File: config.mk
export PLATFORM = sky130hd
export DESIGN_NAME = mem_arbiter
export DESIGN_NICKNAME = d
export VERILOG_FILES = /design/src/rtl/mem_arbiter.sv
export SDC_FILE = /design/constraint.sdc
export NUM_CORES = 1
export LEC_CHECK = 0
export BUFFER_PORTS_ARGS = -buffer_cell sky130_fd_sc_hd__buf_2
export CORE_MARGIN = 2
export CORE_UTILIZATION = 25
export CTS_CLUSTER_SIZE = 8
export DETAILED_ROUTE_END_ITERATION = 10
export SLEW_MARGIN = 20
export SYNTH_ARGS = -nofsm -noshare
export SYNTH_HDL_FRONTEND = slang
export SYNTH_SLANG_ARGS = --single-unit
File: constraint.sdc
create_clock -name clk -period 3 [get_ports clk]
set_clock_uncertainty 0.15 [all_clocks]
set_input_delay 0 -clock clk [delete_from_list [all_inputs] [get_ports clk]]
set_output_delay 0 -clock clk [all_outputs]
set_load 0.005 [all_outputs]
File: src/rtl/mem_arbiter.sv
// mem_arbiter: shares one single-ported memory between the processor core
// and the loader/debug port. One access runs at a time: IDLE -> ACCESS
// (WAIT_CYCLES cycles) -> DONE (one-cycle ready pulse) -> IDLE.
// Define MEM_ARBITER_RR_EN for round-robin tie-breaking; otherwise the core
// always wins when both ports request in the same IDLE cycle.
module mem_arbiter #(
  parameter int AW          = 32,
  parameter int DW          = 32,
  parameter int WAIT_CYCLES = 1
) (
  input  logic          clk,
  input  logic          reset,
  input  logic          c_req,
  input  logic          c_we,
  input  logic [AW-1:0] c_addr,
  input  logic [DW-1:0] c_wdata,
  output logic          c_ready,
  output logic [DW-1:0] c_rdata,
  input  logic          l_req,
  input  logic          l_we,
  input  logic [AW-1:0] l_addr,
  input  logic [DW-1:0] l_wdata,
  output logic          l_ready,
  output logic [DW-1:0] l_rdata,
  output logic          m_en,
  output logic          m_we,
  output logic [AW-1:0] m_addr,
  output logic [DW-1:0] m_wdata,
  input  logic [DW-1:0] m_rdata,
  output logic          busy,
  output logic          gnt
);

  typedef enum logic [1:0] {
    IDLE   = 2'd0,
    ACCESS = 2'd1,
    DONE   = 2'd2
  } state_e;

  localparam logic [3:0] CNT_INIT = 4'(WAIT_CYCLES - 1);

  state_e        state_q, state_d;
  logic [3:0]    cnt_q, cnt_d;
  logic          we_q, we_d;
  logic [AW-1:0] addr_q, addr_d;
  logic [DW-1:0] wdata_q, wdata_d;
  logic [DW-1:0] rdata_q, rdata_d;
  logic          gnt_q, gnt_d;
  logic          pick_l;
  logic          start;

  // A new access starts whenever either port requests while idle.
  assign start = (state_q == IDLE) && (c_req || l_req);

`ifdef MEM_ARBITER_RR_EN
  // rr_q remembers the last granted port (1 = loader); reset favours the core.
  logic rr_q, rr_d;

  // Tie goes to whichever port was not granted last.
  always_comb begin
    pick_l = l_req && (!c_req || !rr_q);
  end

  // Pointer follows every grant.
  always_comb begin
    rr_d = rr_q;
    if (start) rr_d = pick_l;
  end

  // Round-robin pointer register.
  always_ff @(posedge clk or negedge reset) begin
    if (!reset) rr_q <= 1'b1;
    else        rr_q <= rr_d;
  end
`else
  // Fixed priority: the loader only wins when the core is not requesting.
  always_comb begin
    pick_l = l_req && !c_req;
  end
`endif

  // Next-state logic: latch the winner in IDLE, count down in ACCESS.
  always_comb begin
    state_d = state_q;
    cnt_d   = cnt_q;
    we_d    = we_q;
    addr_d  = addr_q;
    wdata_d = wdata_q;
    rdata_d = rdata_q;
    gnt_d   = gnt_q;
    unique case (state_q)
      IDLE: begin
        if (start) begin
          gnt_d   = pick_l;
          we_d    = pick_l ? l_we    : c_we;
          addr_d  = pick_l ? l_addr  : c_addr;
          wdata_d = pick_l ? l_wdata : c_wdata;
          cnt_d   = CNT_INIT;
          state_d = ACCESS;
        end
      end
      ACCESS: begin
        if (cnt_q == 4'd0) begin
          if (!we_q) rdata_d = m_rdata;
          state_d = DONE;
        end else begin
          cnt_d = cnt_q - 4'd1;
        end
      end
      DONE: begin
        state_d = IDLE;
      end
      default: begin
        state_d = IDLE;
      end
    endcase
  end

  // State and datapath registers; reset aborts any access in flight.
  always_ff @(posedge clk or negedge reset) begin
    if (!reset) begin
      state_q <= IDLE;
      cnt_q   <= '0;
      we_q    <= 1'b0;
      addr_q  <= '0;
      wdata_q <= '0;
      rdata_q <= '0;
      gnt_q   <= 1'b0;
    end else begin
      state_q <= state_d;
      cnt_q   <= cnt_d;
      we_q    <= we_d;
      addr_q  <= addr_d;
      wdata_q <= wdata_d;
      rdata_q <= rdata_d;
      gnt_q   <= gnt_d;
    end
  end

  // Outputs decode from registered state so reset clears them asynchronously.
  always_comb begin
    m_en    = (state_q == ACCESS);
    m_we    = (state_q == ACCESS) && we_q;
    m_addr  = addr_q;
    m_wdata = wdata_q;
    c_ready = (state_q == DONE) && !gnt_q;
    l_ready = (state_q == DONE) && gnt_q;
    c_rdata = rdata_q;
    l_rdata = rdata_q;
    busy    = (state_q != IDLE);
    gnt     = gnt_q;
  end

endmodule

==> results.sh, run 1 <==
export IMPL_start_util_pct=25.5
export IMPL_io_pins=300
export IMPL_synth_seq_cells=104
export IMPL_vdd_drop_max_v=0.000348
export IMPL_final_antenna_net_count=0
export IMPL_clkSinkCount=104
export IMPL_crit_buf_inv=4
export IMPL_drtPass1Iterations=4
export IMPL_antenna_found_initial=0
export IMPL_max_slew_margin_pct=56.2
export IMPL_groute_usage_overall_pct=13.3
export IMPL_worstPathCellList="dlygate4sd3_1 -> buf_2 -> nor2b_4 -> buf_12 -> mux2_2 -> dlygate4sd3_1 -> mux2_2"
export IMPL_final_net_count=952
export IMPL_timing_final_crit_share_pct=90.5
export IMPL_die_area_sq_um=21700
export IMPL_cts_root_buf="clkbuf_16"
export IMPL_max_freq_ghz=0.368
export IMPL_die_h_um=147
export IMPL_critPathTopFamily="buffers and inverters"
export IMPL_routed_via_density=4.10
export IMPL_outcome="finished, final reports clean"
export IMPL_slowest_delay_ns=0.59
export IMPL_synth_avg_cell_area_sq_um=14.5
export IMPL_critPathRequiredTime_ns=3.08
export IMPL_gp_congestion=0.724
export IMPL_finalSetupTns_ns=0
export IMPL_post_route_min_period_ns=2.72
export IMPL_overflow=0
export IMPL_dp_hpwl_um=9010
export IMPL_area_delta_synth_final_pct=68.5
export IMPL_worst_slew_pin_slew_ns=0.657
export IMPL_min_path_type="input pin to asynchronous set/reset pin"
export IMPL_vias=4343
export IMPL_grt_pass1_vias=4691
export IMPL_io_buffers=299
export IMPL_end_kind="flop"
export IMPL_htree_levels=3
export IMPL_syn_area_sq_um=5130
export IMPL_grt_start_max_net_pins=57
export IMPL_drtIter0Drc=139
export IMPL_rows=52
export IMPL_numPlacedInstances=877
export IMPL_syn_num_nets=521
export IMPL_drc=0
export IMPL_max_cap_violations=0
export IMPL_clock_latency_ns=0.34
export IMPL_routedWlPerCell_um=13.8
export IMPL_cts_made_buffers=9
export IMPL_wl_um=14700
export IMPL_grt_pass1_wl_um=23100
export IMPL_setup_viol=0
export IMPL_crit_type="input pin to flop"
export IMPL_powerDensity_nw_per_um2=809
export IMPL_cts_tree="done"
export IMPL_fin_cells=1059
export IMPL_core_sq_um=20200
export IMPL_antenna_cells=0
export IMPL_postSynthCellCount=353
export IMPL_cp_start_kind="input pin"
export IMPL_fillers=1820
export IMPL_clock_path_buffers=2
export IMPL_path_clk_slew_ns=0.07
export IMPL_fp_dieW_um=147
export IMPL_crit_fanout=47
export IMPL_worstPathArrival_ns=2.80
export IMPL_hold_viol=0
export IMPL_drive_above_1_share_pct=61.6
export IMPL_ys_seq_area_share_pct=50.7
export IMPL_yosys_cell_types_count=29
export IMPL_slowest_stage="dlygate4sd3_1"
export IMPL_final_core_util_pct=42.9
export IMPL_yosys_warnings=0
export IMPL_rsz0062_at_grt="no"
export IMPL_p_leak_uw=0.00416
export IMPL_drv_slew=0
-- synthesized netlist by cell type --
library cell    n  share of area [%]
and2_1          1               0.12
or3b_4          1               0.22
buf_4          32                4.7
o211ai_1        1               0.15
dfrtp_1       104                 51
buf_12          3                1.2
o22ai_1         1               0.12
or4_1           1               0.15
clkbuf_1        1              0.073
nor3b_1         2               0.29
o31ai_1         1               0.15
mux2_4         30                8.8
nor2_1          5               0.37
mux2_2        132                 29
ha_1            2               0.49
nor3_1          2               0.19
nor2b_1         2               0.24
o21ai_0         3               0.29
nand2_1         1              0.073
or3_1           1               0.12
buf_2           8               0.78
buf_1           5               0.37
inv_1           5               0.37
nand3_1         2               0.19
a21oi_1         3               0.29
and3b_1         1               0.17
buf_6           1               0.22
o221ai_1        1               0.17
nand2b_1        1               0.12
-- power breakdown --
part	leakage, uW	internal [uW]	switching, uW
sequential	0.00122	2130	445
combinational	0.00279	1960	1220
clock	0.000148	698	542
-- layer usage --
layer / up-vias / wire (um) / global-route usage, %
li1: 2071 / - / -
met1: 2094 / 5690 / 14.6
met2: 167 / 7860 / 25.2
met3: 11 / 939 / 3.54
met4: 0 / 172 / 3.46
met5: - / 0 / 0
-- worst reg2reg max path, stage by stage, from the launching register on --
cell	delay, ns
dfrtp_1	0.38
inv_1	0.11
ha_1	0.21
or3b_4	0.40
or3_2	0.41
buf_4	0.31
mux2_4	0.39
-- final timing paths --
path / from / to / slack [ns] / depth (start not counted)
setup / recovery: l_req / m_addr[4] / 0.28 / 7
hold reg to reg: m_addr[3] / m_addr[3] / 0.35 / 1
min in group clk: m_rdata[2] / c_rdata[2] / 0.26 / 3
hold / removal: reset / m_addr[19] / 0.07 / 2
max in group asynchronous: reset / c_rdata[22] / 1.88 / 3
setup reg to reg: cnt_q[0] / c_rdata[22] / 0.52 / 6
-- sequential cells by signal, indices dropped and copies added (netlist names) --
name     flops
c_rdata     32
m_addr      32
gnt          1
we_q         1
m_wdata     32
state_q      2
cnt_q        4
-- cells in the final DEF, fill, tap and decap left out, drive strengths merged --
cell and count:
dfrtp 104, o21ai 3, ha 2, nand2 1, o22ai 1, clkbuf 11
or4 1, mux2 162, nand2b 1, nor2b 2, nor3b 2, bufinv 1
o221ai 1, o31ai 1, clkinvlp 2, or3b 1, a21oi 3, and2 1
nand3 2, nor3 2, clkinv 1, and3b 1, or3 1, o211ai 1
inv 6, buf 304, nor2 5, dlygate4sd3 166
-- logic make-up (layout without fill, tap and decap cells) --
group | count (synthesis) | after routing | share of synthesized area [%]
flops | 104 | 104 | 50.7
compound gates | 10 | 10 | 1.17
mux | 162 | 162 | 37.7
buf+inv | 55 | 491 | 7.65
simple gates | 20 | 20 | 2.27
fa+ha+maj | 2 | 2 | 0.487
-- stage by stage --
step	worst slack (ns)	power (uW)	cell area, sq um	hold WS (ns)
3_3_place_gp	0.582	5530	6680	-0.0830
5_1_grt	0.200	7500	8650	0.130
4_1_cts	0.318	7060	8650	0.0772
3_5_place_dp	0.541	5570	6680	-0.0822
6_report	0.285	7000	8650	0.0682
2_1_floorplan	0.824	4560	5130	-0.446
-- cell type report --
cell class	instances	area [sq um]	share of cell area [%]
Clock inverter	5	62.6	0.723
Multi-Input combinational cell	194	2150	24.9
Timing Repair Buffer	470	3220	37.3
Sequential cell	104	2600	30.1
Inverter	5	18.8	0.217
Clock buffer	11	253	2.92
Tap cell	270	338	3.90
-- repair_timing --
action | CTS | global route
resized for setup | 0 | 0
setup buffers | 0 | 0
endpoints found under the hold margin | 149 | 0
hold buffers | 166 | 0
No activity file was read; power rests on OpenSTA's default activity.
==> inputs of run 2 (changes only) <==
--- a/config.mk
+++ b/config.mk
@@ -10,6 +10,7 @@
 export CORE_UTILIZATION = 25
 export CTS_CLUSTER_SIZE = 8
 export DETAILED_ROUTE_END_ITERATION = 10
+export PLACE_DENSITY = 0.51
 export SLEW_MARGIN = 20
 export SYNTH_ARGS = -nofsm -noshare
 export SYNTH_HDL_FRONTEND = slang
==> constraint.sdc (replaced) <==
create_clock -name clk -period 3.3 [get_ports clk]
set_clock_uncertainty 0.15 [all_clocks]
set_input_delay 0 -clock clk [delete_from_list [all_inputs] [get_ports clk]]
set_output_delay 0 -clock clk [all_outputs]
set_load 0.005 [all_outputs]
==> run 2 against run 1 <==
Power is 9.8% lower. Die area is the same. Sequential cell count unchanged. Clock-buffer cell count did not move. Sequential power down 9.3%. Utilization down 0.20 points. Global-route usage increased by 0.29 points. Critical endpoint is now c_rdata[30]. Combinational power decreased by 8.8%. Sequential share of layout area grew 0.14 points. Non-clock buffer count unchanged. Routed wire length grew 0.76%. Setup slack improved by 0.28 ns.
==> results.sh, run 2 (synthesized netlist as in run 1, its figures left out) <==
export IMPL_outcome="finished, final reports clean"
export IMPL_drtIter0Drc=97
export IMPL_slowest_stage="or3_2"
export IMPL_switching_power_uw=1980
export IMPL_final_antenna_net_count=0
export IMPL_cts_made_buffers=9
export IMPL_r2r_slack_ns=0.57
export IMPL_max_freq_ghz=0.366
export IMPL_vdd_drop_max_v=0.000311
export IMPL_p_leak_uw=0.00414
export IMPL_io_pins=300
export IMPL_drv_slew=0
export IMPL_cts_tree="done"
export IMPL_routedWlPerCell_um=14.0
export IMPL_vias=4389
export IMPL_overflow=0
export IMPL_powerDensity_nw_per_um2=733
export IMPL_min_path_type="input pin to asynchronous set/reset pin"
export IMPL_postCtsSetupRepairBufs=0
export IMPL_post_cts_resized=0
export IMPL_end_kind="flop"
export IMPL_slowest_delay_ns=0.87
export IMPL_gp_congestion=0.742
export IMPL_antenna_found_initial=0
export IMPL_antenna_cells=0
export IMPL_worstPathCellList="inv_1 -> ha_1 -> or3b_4 -> or3_2 -> mux2_4"
export IMPL_path_clk_slew_ns=0.07
export IMPL_critPathTopFamily="simple AND/OR/NAND/NOR gates"
export IMPL_cts_hold_buffers=166
export IMPL_drc=0
export IMPL_fillers=1890
export IMPL_hold_viol=0
export IMPL_p_comb_share_pct=46.0
export IMPL_clock_path_buffers=2
export IMPL_cp_start_kind="flop"
export IMPL_final_common_cell="buf_2"
export IMPL_final_cell_mix="buf_2, dlygate4sd3_1, mux2_2"
export IMPL_core_sq_um=20200
export IMPL_critPathRequiredTime_ns=3.38
export IMPL_wl_um=14800
export IMPL_setup_viol=0
export IMPL_dp_hpwl_um=9720
export IMPL_routed_via_density=4.15
export IMPL_post_route_min_period_ns=2.73
export IMPL_die_area_sq_um=21700
export IMPL_pwr_share_seq_pct=37.0
export IMPL_htree_levels=3
export IMPL_hold_ws_ns=0.118
export IMPL_die_h_um=147
export IMPL_worst_slew_pin_slew_ns=1.06
export IMPL_finalSetupTns_ns=0
export IMPL_timing_final_crit_share_pct=82.7
export IMPL_grt_pass1_vias=4875
export IMPL_area_delta_synth_final_pct=67.8
export IMPL_clkPwrFrac_pct=17.0
export IMPL_start_util_pct=25.5
export IMPL_drtPass1Iterations=4
export IMPL_swShare_pct=31.4
export IMPL_r2r_end="c_rdata[30]"
export IMPL_clkSinkCount=104
export IMPL_grt_pass1_wl_um=23700
export IMPL_drive_above_1_share_pct=61.4
export IMPL_max_cap_violations=0
export IMPL_clock_latency_ns=0.34
export IMPL_cell_internal_pwr_uw=4330
export IMPL_grt_start_max_net_pins=87
export IMPL_max_slew_margin_pct=29.0
export IMPL_fp_dieW_um=147
export IMPL_crit_buf_inv=1
export IMPL_rsz0062_at_grt="no"
export IMPL_crit_fanout=32
export IMPL_groute_usage_overall_pct=13.6
export IMPL_reg2regPathDepth=5
export IMPL_crit_type="flop to flop"
export IMPL_r2r_start="cnt_q[0]"
export IMPL_rows=52
export IMPL_cts_root_buf="clkbuf_16"
export IMPL_io_buffers=299
export IMPL_worstPathArrival_ns=2.81
export IMPL_final_net_count=952
==> run 2: metrics by stage <==
step	instance area, sq um	util (%)	setup slack (ns)	total power, uW	instances
6_report	8610	42.7	0.570	6320	1058
5_1_grt	8610	42.7	0.481	6780	1058
4_1_cts	8610	42.7	0.556	6400	1058
3_5_place_dp	6650	33.0	0.576	5090	877
3_3_place_gp	6650	33.0	0.656	5020	877
2_1_floorplan	5130	-	1.12	4150	353
==> run 2: routing by layer <==
metal	global-route usage [%]	part of all wire, %	vias up	wire [um]
met4	6.11	2.3	0	342
met2	25.6	54	183	7920
met1	14.5	37	2103	5530
met3	2.98	6.6	29	980
met5	0	0	-	0
li1	-	-	2074	-
==> run 2: cell type report <==
type | instances | area [sq um] | share of cell area (%)
Timing Repair Buffer | 470 | 3200 | 37.2
Clock inverter | 4 | 53.8 | 0.625
Multi-Input combinational cell | 194 | 2150 | 25.0
Tap cell | 270 | 338 | 3.92
Sequential cell | 104 | 2600 | 30.2
Clock buffer | 11 | 243 | 2.82
Inverter | 5 | 18.8 | 0.218
==> run 2: worst max-delay path by stage <==
| stage | from | to | cells after the start |
|---|---|---|---|
| after CTS | cnt_q[0] | c_rdata[28] | 5 |
| after detailed placement | cnt_q[0] | c_rdata[21] | 5 |
| final | cnt_q[0] | c_rdata[30] | 5 |
| after global placement | cnt_q[0] | c_rdata[23] | 5 |
| after floorplan | cnt_q[0] | c_rdata[10] | 7 |
| after global routing | cnt_q[0] | c_rdata[30] | 5 |
==> run 2: power by group through the flow <==
| stage | logic (uW) | registers (uW) | clock network (uW) |
|---|---|---|---|
| global placement | 2680 | 2340 | 0 |
| detailed placement | 2740 | 2350 | 0 |
| global route | 3170 | 2440 | 1180 |
| finish | 2900 | 2340 | 1080 |
| floorplan | 1770 | 2370 | 0 |
| CTS | 2930 | 2340 | 1130 |
